$ cat config.mk
export PLATFORM = sky130hd
export DESIGN_NAME = id_ex_stage
export DESIGN_NICKNAME = d
export VERILOG_FILES = /design/src/rtl/riscv_pkg.sv /design/src/rtl/fwd_mux.sv /design/src/rtl/id_ex_stage.sv
export SDC_FILE = /design/constraint.sdc
export NUM_CORES = 1
export LEC_CHECK = 0
export CAP_MARGIN = 30
export CORE_AREA = 2 2 119 121
export DETAILED_ROUTE_END_ITERATION = 8
export DIE_AREA = 0 0 121 123
export MAX_ROUTING_LAYER = met4
export PLACE_DENSITY = 0.81
export SLEW_MARGIN = 15
export SYNTH_ARGS = -nofsm -noshare
export SYNTH_HDL_FRONTEND = slang
export SYNTH_SLANG_ARGS = --single-unit
export TNS_END_PERCENT = 10
$ cat constraint.sdc
create_clock -name clk_i -period 3.7 [get_ports clk_i]
set_input_delay 0.555 -clock clk_i [delete_from_list [all_inputs] [get_ports clk_i]]
set_output_delay 0.555 -clock clk_i [all_outputs]
set_load 0.005 [all_outputs]
$ cat src/rtl/riscv_pkg.sv
// riscv_pkg: shared datapath width defaults and ALU control encodings for the pipeline.
package riscv_pkg;
  localparam int DEF_XLEN = 32;
  localparam int DEF_CTRL_W = 3;
  localparam int DEF_RA_W = 5;
  typedef enum logic [DEF_CTRL_W-1:0] {
    ALU_ADD = 3'b000,
    ALU_SUB = 3'b001,
    ALU_AND = 3'b010,
    ALU_OR  = 3'b011,
    ALU_XOR = 3'b100,
    ALU_SLL = 3'b101,
    ALU_SRL = 3'b110,
    ALU_SLT = 3'b111
  } alu_ctrl_e;
endpackage

$ cat src/rtl/fwd_mux.sv
// fwd_mux: picks one source operand from EX/MEM, MEM/WB or the stored value; x0 always reads 0.
module fwd_mux
  import riscv_pkg::*;
#(
  parameter int XLEN = DEF_XLEN,
  parameter int RA_W = DEF_RA_W
) (
  input  logic [RA_W-1:0] rs_addr_i,
  input  logic [XLEN-1:0] rs_data_i,
  input  logic [RA_W-1:0] exmem_rd_i,
  input  logic            exmem_regwrite_i,
  input  logic [XLEN-1:0] exmem_data_i,
  input  logic [RA_W-1:0] memwb_rd_i,
  input  logic            memwb_regwrite_i,
  input  logic [XLEN-1:0] memwb_data_i,
  output logic [XLEN-1:0] data_o
);
  // rs!=0 together with rd==rs already implies rd!=0
  always_comb
    data_o = (rs_addr_i == '0) ? '0 :
             (exmem_regwrite_i && exmem_rd_i == rs_addr_i) ? exmem_data_i :
             (memwb_regwrite_i && memwb_rd_i == rs_addr_i) ? memwb_data_i : rs_data_i;
endmodule

$ cat src/rtl/id_ex_stage.sv
// id_ex_stage: one-entry ID/EX pipeline register; operand forwarding enabled by ID_EX_FWD_EN.
module id_ex_stage
  import riscv_pkg::*;
#(
  parameter int XLEN = DEF_XLEN,
  parameter int CTRL_W = DEF_CTRL_W,
  parameter int RA_W = DEF_RA_W
) (
  input  logic              clk_i,
  input  logic              rst_i,
  input  logic              valid_i,
  output logic              ready_o,
  input  logic [XLEN-1:0]   rs1_data_i,
  input  logic [XLEN-1:0]   rs2_data_i,
  input  logic [XLEN-1:0]   imm_i,
  input  logic [RA_W-1:0]   rs1_addr_i,
  input  logic [RA_W-1:0]   rs2_addr_i,
  input  logic [RA_W-1:0]   rd_addr_i,
  input  logic              alu_src_i,
  input  logic [CTRL_W-1:0] ALUCtrl_i,
  input  logic              reg_write_i,
  input  logic              flush_i,
  input  logic [RA_W-1:0]   exmem_rd_i,
  input  logic              exmem_regwrite_i,
  input  logic [XLEN-1:0]   exmem_data_i,
  input  logic [RA_W-1:0]   memwb_rd_i,
  input  logic              memwb_regwrite_i,
  input  logic [XLEN-1:0]   memwb_data_i,
  output logic              valid_o,
  input  logic              ready_i,
  output logic [XLEN-1:0]   data1_o,
  output logic [XLEN-1:0]   data2_o,
  output logic [CTRL_W-1:0] ALUCtrl_o,
  output logic [XLEN-1:0]   store_data_o,
  output logic [RA_W-1:0]   rd_addr_o,
  output logic              reg_write_o
);
  logic              valid_q, valid_d, load;
  logic [XLEN-1:0]   rs1_q, rs2_q, imm_q, op1, op2;
  logic [RA_W-1:0]   rs1_addr_q, rs2_addr_q, rd_q;
  logic [CTRL_W-1:0] ctrl_q;
  logic              alu_src_q, reg_write_q;
  always_comb begin
    load = valid_i && ready_o && !flush_i;
    valid_d = !flush_i && (load || (valid_q && !ready_i));
  end
`ifdef ID_EX_FWD_EN
  fwd_mux #(.XLEN(XLEN), .RA_W(RA_W)) u_fwd_rs1 (
    .rs_addr_i(rs1_addr_q), .rs_data_i(rs1_q),
    .exmem_rd_i(exmem_rd_i), .exmem_regwrite_i(exmem_regwrite_i), .exmem_data_i(exmem_data_i),
    .memwb_rd_i(memwb_rd_i), .memwb_regwrite_i(memwb_regwrite_i), .memwb_data_i(memwb_data_i),
    .data_o(op1)
  );
  fwd_mux #(.XLEN(XLEN), .RA_W(RA_W)) u_fwd_rs2 (
    .rs_addr_i(rs2_addr_q), .rs_data_i(rs2_q),
    .exmem_rd_i(exmem_rd_i), .exmem_regwrite_i(exmem_regwrite_i), .exmem_data_i(exmem_data_i),
    .memwb_rd_i(memwb_rd_i), .memwb_regwrite_i(memwb_regwrite_i), .memwb_data_i(memwb_data_i),
    .data_o(op2)
  );
`else
  logic unused_fwd;
  assign op1 = rs1_q;
  assign op2 = rs2_q;
  assign unused_fwd = ^{rs1_addr_q, rs2_addr_q, exmem_rd_i, exmem_regwrite_i, exmem_data_i,
                        memwb_rd_i, memwb_regwrite_i, memwb_data_i};
`endif
  // when not loading, operands take their forwarded value so a held entry never goes stale
  always_ff @(posedge clk_i)
    if (!rst_i) begin
      valid_q     <= 1'b0;
      rs1_q       <= '0;
      rs2_q       <= '0;
      imm_q       <= '0;
      rs1_addr_q  <= '0;
      rs2_addr_q  <= '0;
      rd_q        <= '0;
      ctrl_q      <= '0;
      alu_src_q   <= 1'b0;
      reg_write_q <= 1'b0;
    end else begin
      valid_q <= valid_d;
      rs1_q   <= load ? rs1_data_i : op1;
      rs2_q   <= load ? rs2_data_i : op2;
      if (load) begin
        imm_q       <= imm_i;
        rs1_addr_q  <= rs1_addr_i;
        rs2_addr_q  <= rs2_addr_i;
        rd_q        <= rd_addr_i;
        ctrl_q      <= ALUCtrl_i;
        alu_src_q   <= alu_src_i;
        reg_write_q <= reg_write_i;
      end
    end
  assign ready_o      = !valid_q || ready_i;
  assign valid_o      = valid_q;
  assign data1_o      = op1;
  assign data2_o      = alu_src_q ? imm_q : op2;
  assign store_data_o = op2;
  assign ALUCtrl_o    = ctrl_q;
  assign rd_addr_o    = rd_q;
  assign reg_write_o  = valid_q && reg_write_q;
endmodule

==> impl_table.tex <==
\begin{tabular}{lr}
\hline
Metric & Value \\
\hline
\multicolumn{2}{l}{\textbf{Die}} \\
\quad Starting density of the core & 34.1\% \\
\quad Row cnt & 43 \\
\quad I/O pin count & between 300 and 400 \\
\quad Die width & 121 um \\
\quad Height of the chip & approximately 120 um \\
\quad Core area & 0.0136 sq mm \\
\quad Die outline area & roughly 0.015 sq mm \\
\multicolumn{2}{l}{\textbf{CTS}} \\
\quad CTS tree & built \\
\quad Sinks on Clock Net & $\sim$110 \\
\quad Number of levels in the clock H-tree & 3 \\
\quad Clock insertion delay at the later pin of the skew report & around 0.35 ns \\
\quad Clock root buffer & clkbuf\_16 \\
\quad CTS Hold Buffers Added & 0 \\
\quad Number of buffers inserted to repair setup after CTS & 0 \\
\quad Resize count post-CTS & 0 \\
\quad CTS clock-pin slew for the worst setup and hold paths & around 0.07 ns \\
\quad Clock buffers created by TritonCTS & 9 \\
\quad Buffer depth of the longest clock path & 2 \\
\multicolumn{2}{l}{\textbf{Worst hold path}} \\
\quad Class of the most critical hold timing path & reg2reg \\
\multicolumn{2}{l}{\textbf{Synthesis}} \\
\quad Netlist cell types & 15 \\
\quad Main area contributors after synthesis & dfxtp\_1 (46\%), mux2i\_1 (23\%), nand2\_1 (17\%) \\
\quad Net Count, Synth & 700 \\
\quad Syn Inst Count & 503 \\
\quad Number of warnings issued by yosys & 0 \\
\quad Number of synthesized register bits & about 110 \\
\quad Avg Cell Area, Syn & a little over 9 sq um \\
\quad Synth top area share & approximately 46\% \\
\quad Sequential cell area fraction in the yosys report & a little under half \\
\quad Post-Syn Area & approximately 0.0046 sq mm \\
\quad Most area-hungry cell type in the Yosys netlist & dfxtp\_1 \\
\multicolumn{2}{l}{\textbf{Detailed routing}} \\
\quad Routed length per placed instance & between 10 and 15 um \\
\quad Count of vias placed by the detailed router & approximately 3900 \\
\quad Detailed router's first-iteration violation count & 186 \\
\quad Drt first pass iters & 4 \\
\quad Wire length after detailed routing & about 12 mm \\
\quad Via-per-instance ratio & 4.48 \\
\quad Remaining number of nets flagged by the antenna check after routing & 0 \\
\quad Remaining routing DRC violations & 0 \\
\multicolumn{2}{l}{\textbf{Placed design}} \\
\quad Count of input and output buffers & 217 \\
\quad Half-perimeter wire length of the detailed placement result & around 7.8 mm \\
\quad GPL Wtd Cong & 0.741 \\
\quad Pre-CTS setup slack & about 1.3 ns \\
\multicolumn{2}{l}{\textbf{Timing}} \\
\quad Setup repair after global routing missed its margin & no \\
\quad Count of final hold-check violations & 0 \\
\quad Min setup slack post-route & roughly 0.96 ns \\
\quad Relative slew slack & a little under 40\% \\
\quad Final setup viols & 0 \\
\quad Post-route setup TNS & 0 ns \\
\quad Post-Route Hold Slack & 0.454 ns \\
\quad Fmax achieved & $\sim$0.36 GHz \\
\quad Final period demand of the worst path & between 2 and 3 ns \\
\quad Final Max Tran Viols & 0 \\
\quad Fin Clk Skew & roughly 0.0075 ns \\
\quad Slew at the pin with the worst max-slew slack & a little over 0.9 ns \\
\quad Fraction of the cycle the final worst path needs & 74.1\% \\
\multicolumn{2}{l}{\textbf{Pwr}} \\
\quad Final Power & roughly 2.6 mW \\
\quad Worst VDD drop & 0.000312 V \\
\quad Standby leakage power & roughly 2.7 nW \\
\quad Pwr/cell area & around 370 mW/mm\^{}2 \\
\multicolumn{2}{l}{\textbf{Finish}} \\
\quad Area taken by flip-flops and latches & approximately 0.0021 sq mm \\
\quad Antenna diode instance count & 0 \\
\quad Most frequent standard cell in the layout excluding fill and tap cells & clkdlybuf4s50\_1 \\
\quad Final layout net count & a little under 900 \\
\quad Area growth syn-to-layout & 53.7\% \\
\quad Commonest non-fill, non-tap cells in the layout & clkdlybuf4s50\_1 (216), nand2\_1 (212), dfxtp\_1 (106), mux2i\_1 (106), mux2\_2 (32) \\
\quad Fill cell count & 1250 \\
\quad Share of cells above drive strength 1 & roughly 7.3\% \\
\quad Multi-input gate area & roughly 0.0023 sq mm \\
\multicolumn{2}{l}{\textbf{Worst setup path}} \\
\quad Kind of critical path & reg2out \\
\quad Crit. End Element & output port \\
\quad Worst endpoint data arrival time & between 2 and 2.5 ns \\
\quad CP Launch Type & flop \\
\quad Highest net fanout along the worst path & 33 \\
\quad Crit path required time & $\sim$3.1 ns \\
\multicolumn{2}{l}{\textbf{Run}} \\
\quad Count of maximum capacitance violations & 0 \\
\multicolumn{2}{l}{\textbf{GRT}} \\
\quad Antenna violations before repair & 0 \\
\quad GRT Util Overall & 15.9\% \\
\quad First-pass GRT wire length & between 15 and 20 mm \\
\quad Leftover overflow at the end of global routing & 0 \\
\quad Via count of the first global-routing pass & about 3700 \\
\quad Maximum number of pins on one net before global-route repair & roughly 120 \\
\multicolumn{2}{l}{\textbf{Outcome}} \\
\quad Run status & completed \\
\hline
\end{tabular}
[routing by layer]
layer	track usage, %	part of all wire (%)	vias up
met5	-	0	-
met4	5.60	1.6	0
met3	5.67	8.3	16
met2	24.3	44	144
met1	19.5	46	1761
li1	-	-	2007
[state kept, by name, summed over array words and instances (netlist names)]
signal,cells
rd_addr_o,5
store_data_o,32
reg_write_q,1
ALUCtrl_o,3
imm_q,32
data1_o,32
alu_src_q,1
valid_o,1
[power by group]
group / leakage [nW] / internal (mW) / switching, mW
combinational: 1.73 / 0.286 / 0.155
sequential: 0.876 / 1.21 / 0.0413
clock: 0.128 / 0.522 / 0.422
[Yosys cell counts]
library cell and n:
and2_1 1, buf_2 6, buf_4 7, buf_6 1, buf_8 4, clkbuf_1 22, dfxtp_1 107, inv_1 1
mux2_2 32, mux2i_1 106, nand2_1 212, nor2_1 1, nor2b_4 1, nor3b_1 1, nor3b_2 1
[metrics by stage]
| stage | utilization [%] | instances | cell area, sq um |
|---|---|---|---|
| finish | 52.4 | 877 | 7140 |
| global route | 52.4 | 877 | 7140 |
| CTS | 52.4 | 877 | 7140 |
| detailed placement | 50.3 | 862 | 6850 |
| global placement | 50.3 | 862 | 6850 |
| floorplan | - | 503 | 4640 |
[critical path: stages, from the launching register on]
cell and delay [ns]:
dfxtp_2 0.93, mux2_2 0.42, clkdlybuf4s50_1 0.47
[kinds of logic after synthesis]
group / Yosys count / synth area share (%)
muxes: 138 / 30.6
buffers and inverters: 41 / 5.17
and+or+nand+nor: 217 / 18.1
DFF: 107 / 46.1
[final timing paths]
check        slack (ns)                    start                        end  depth (start not counted)
max                0.96   alu_src_q$_SDFFE_PN0P_                data2_o[20]                          2
min                0.45  data1_o[6]$_SDFFE_PN0P_    data1_o[6]$_SDFFE_PN0P_                          2
max reg2reg        2.02       valid_o$_SDFF_PN0_  rd_addr_o[0]$_SDFFE_PN0P_                          4
min reg2reg        0.45  data1_o[6]$_SDFFE_PN0P_    data1_o[6]$_SDFFE_PN0P_                          2
[cell type report]
class | count | share of cell area, %
multi-input cells | 355 | 31.8
clock buffers | 11 | 3.26
clock inverters | 4 | 0.736
inverters | 1 | 0.0526
well taps | 180 | 3.16
flip-flops and latches | 107 | 30.0
repair buffers | 219 | 31.0
Power figures use the tool's default switching activity.
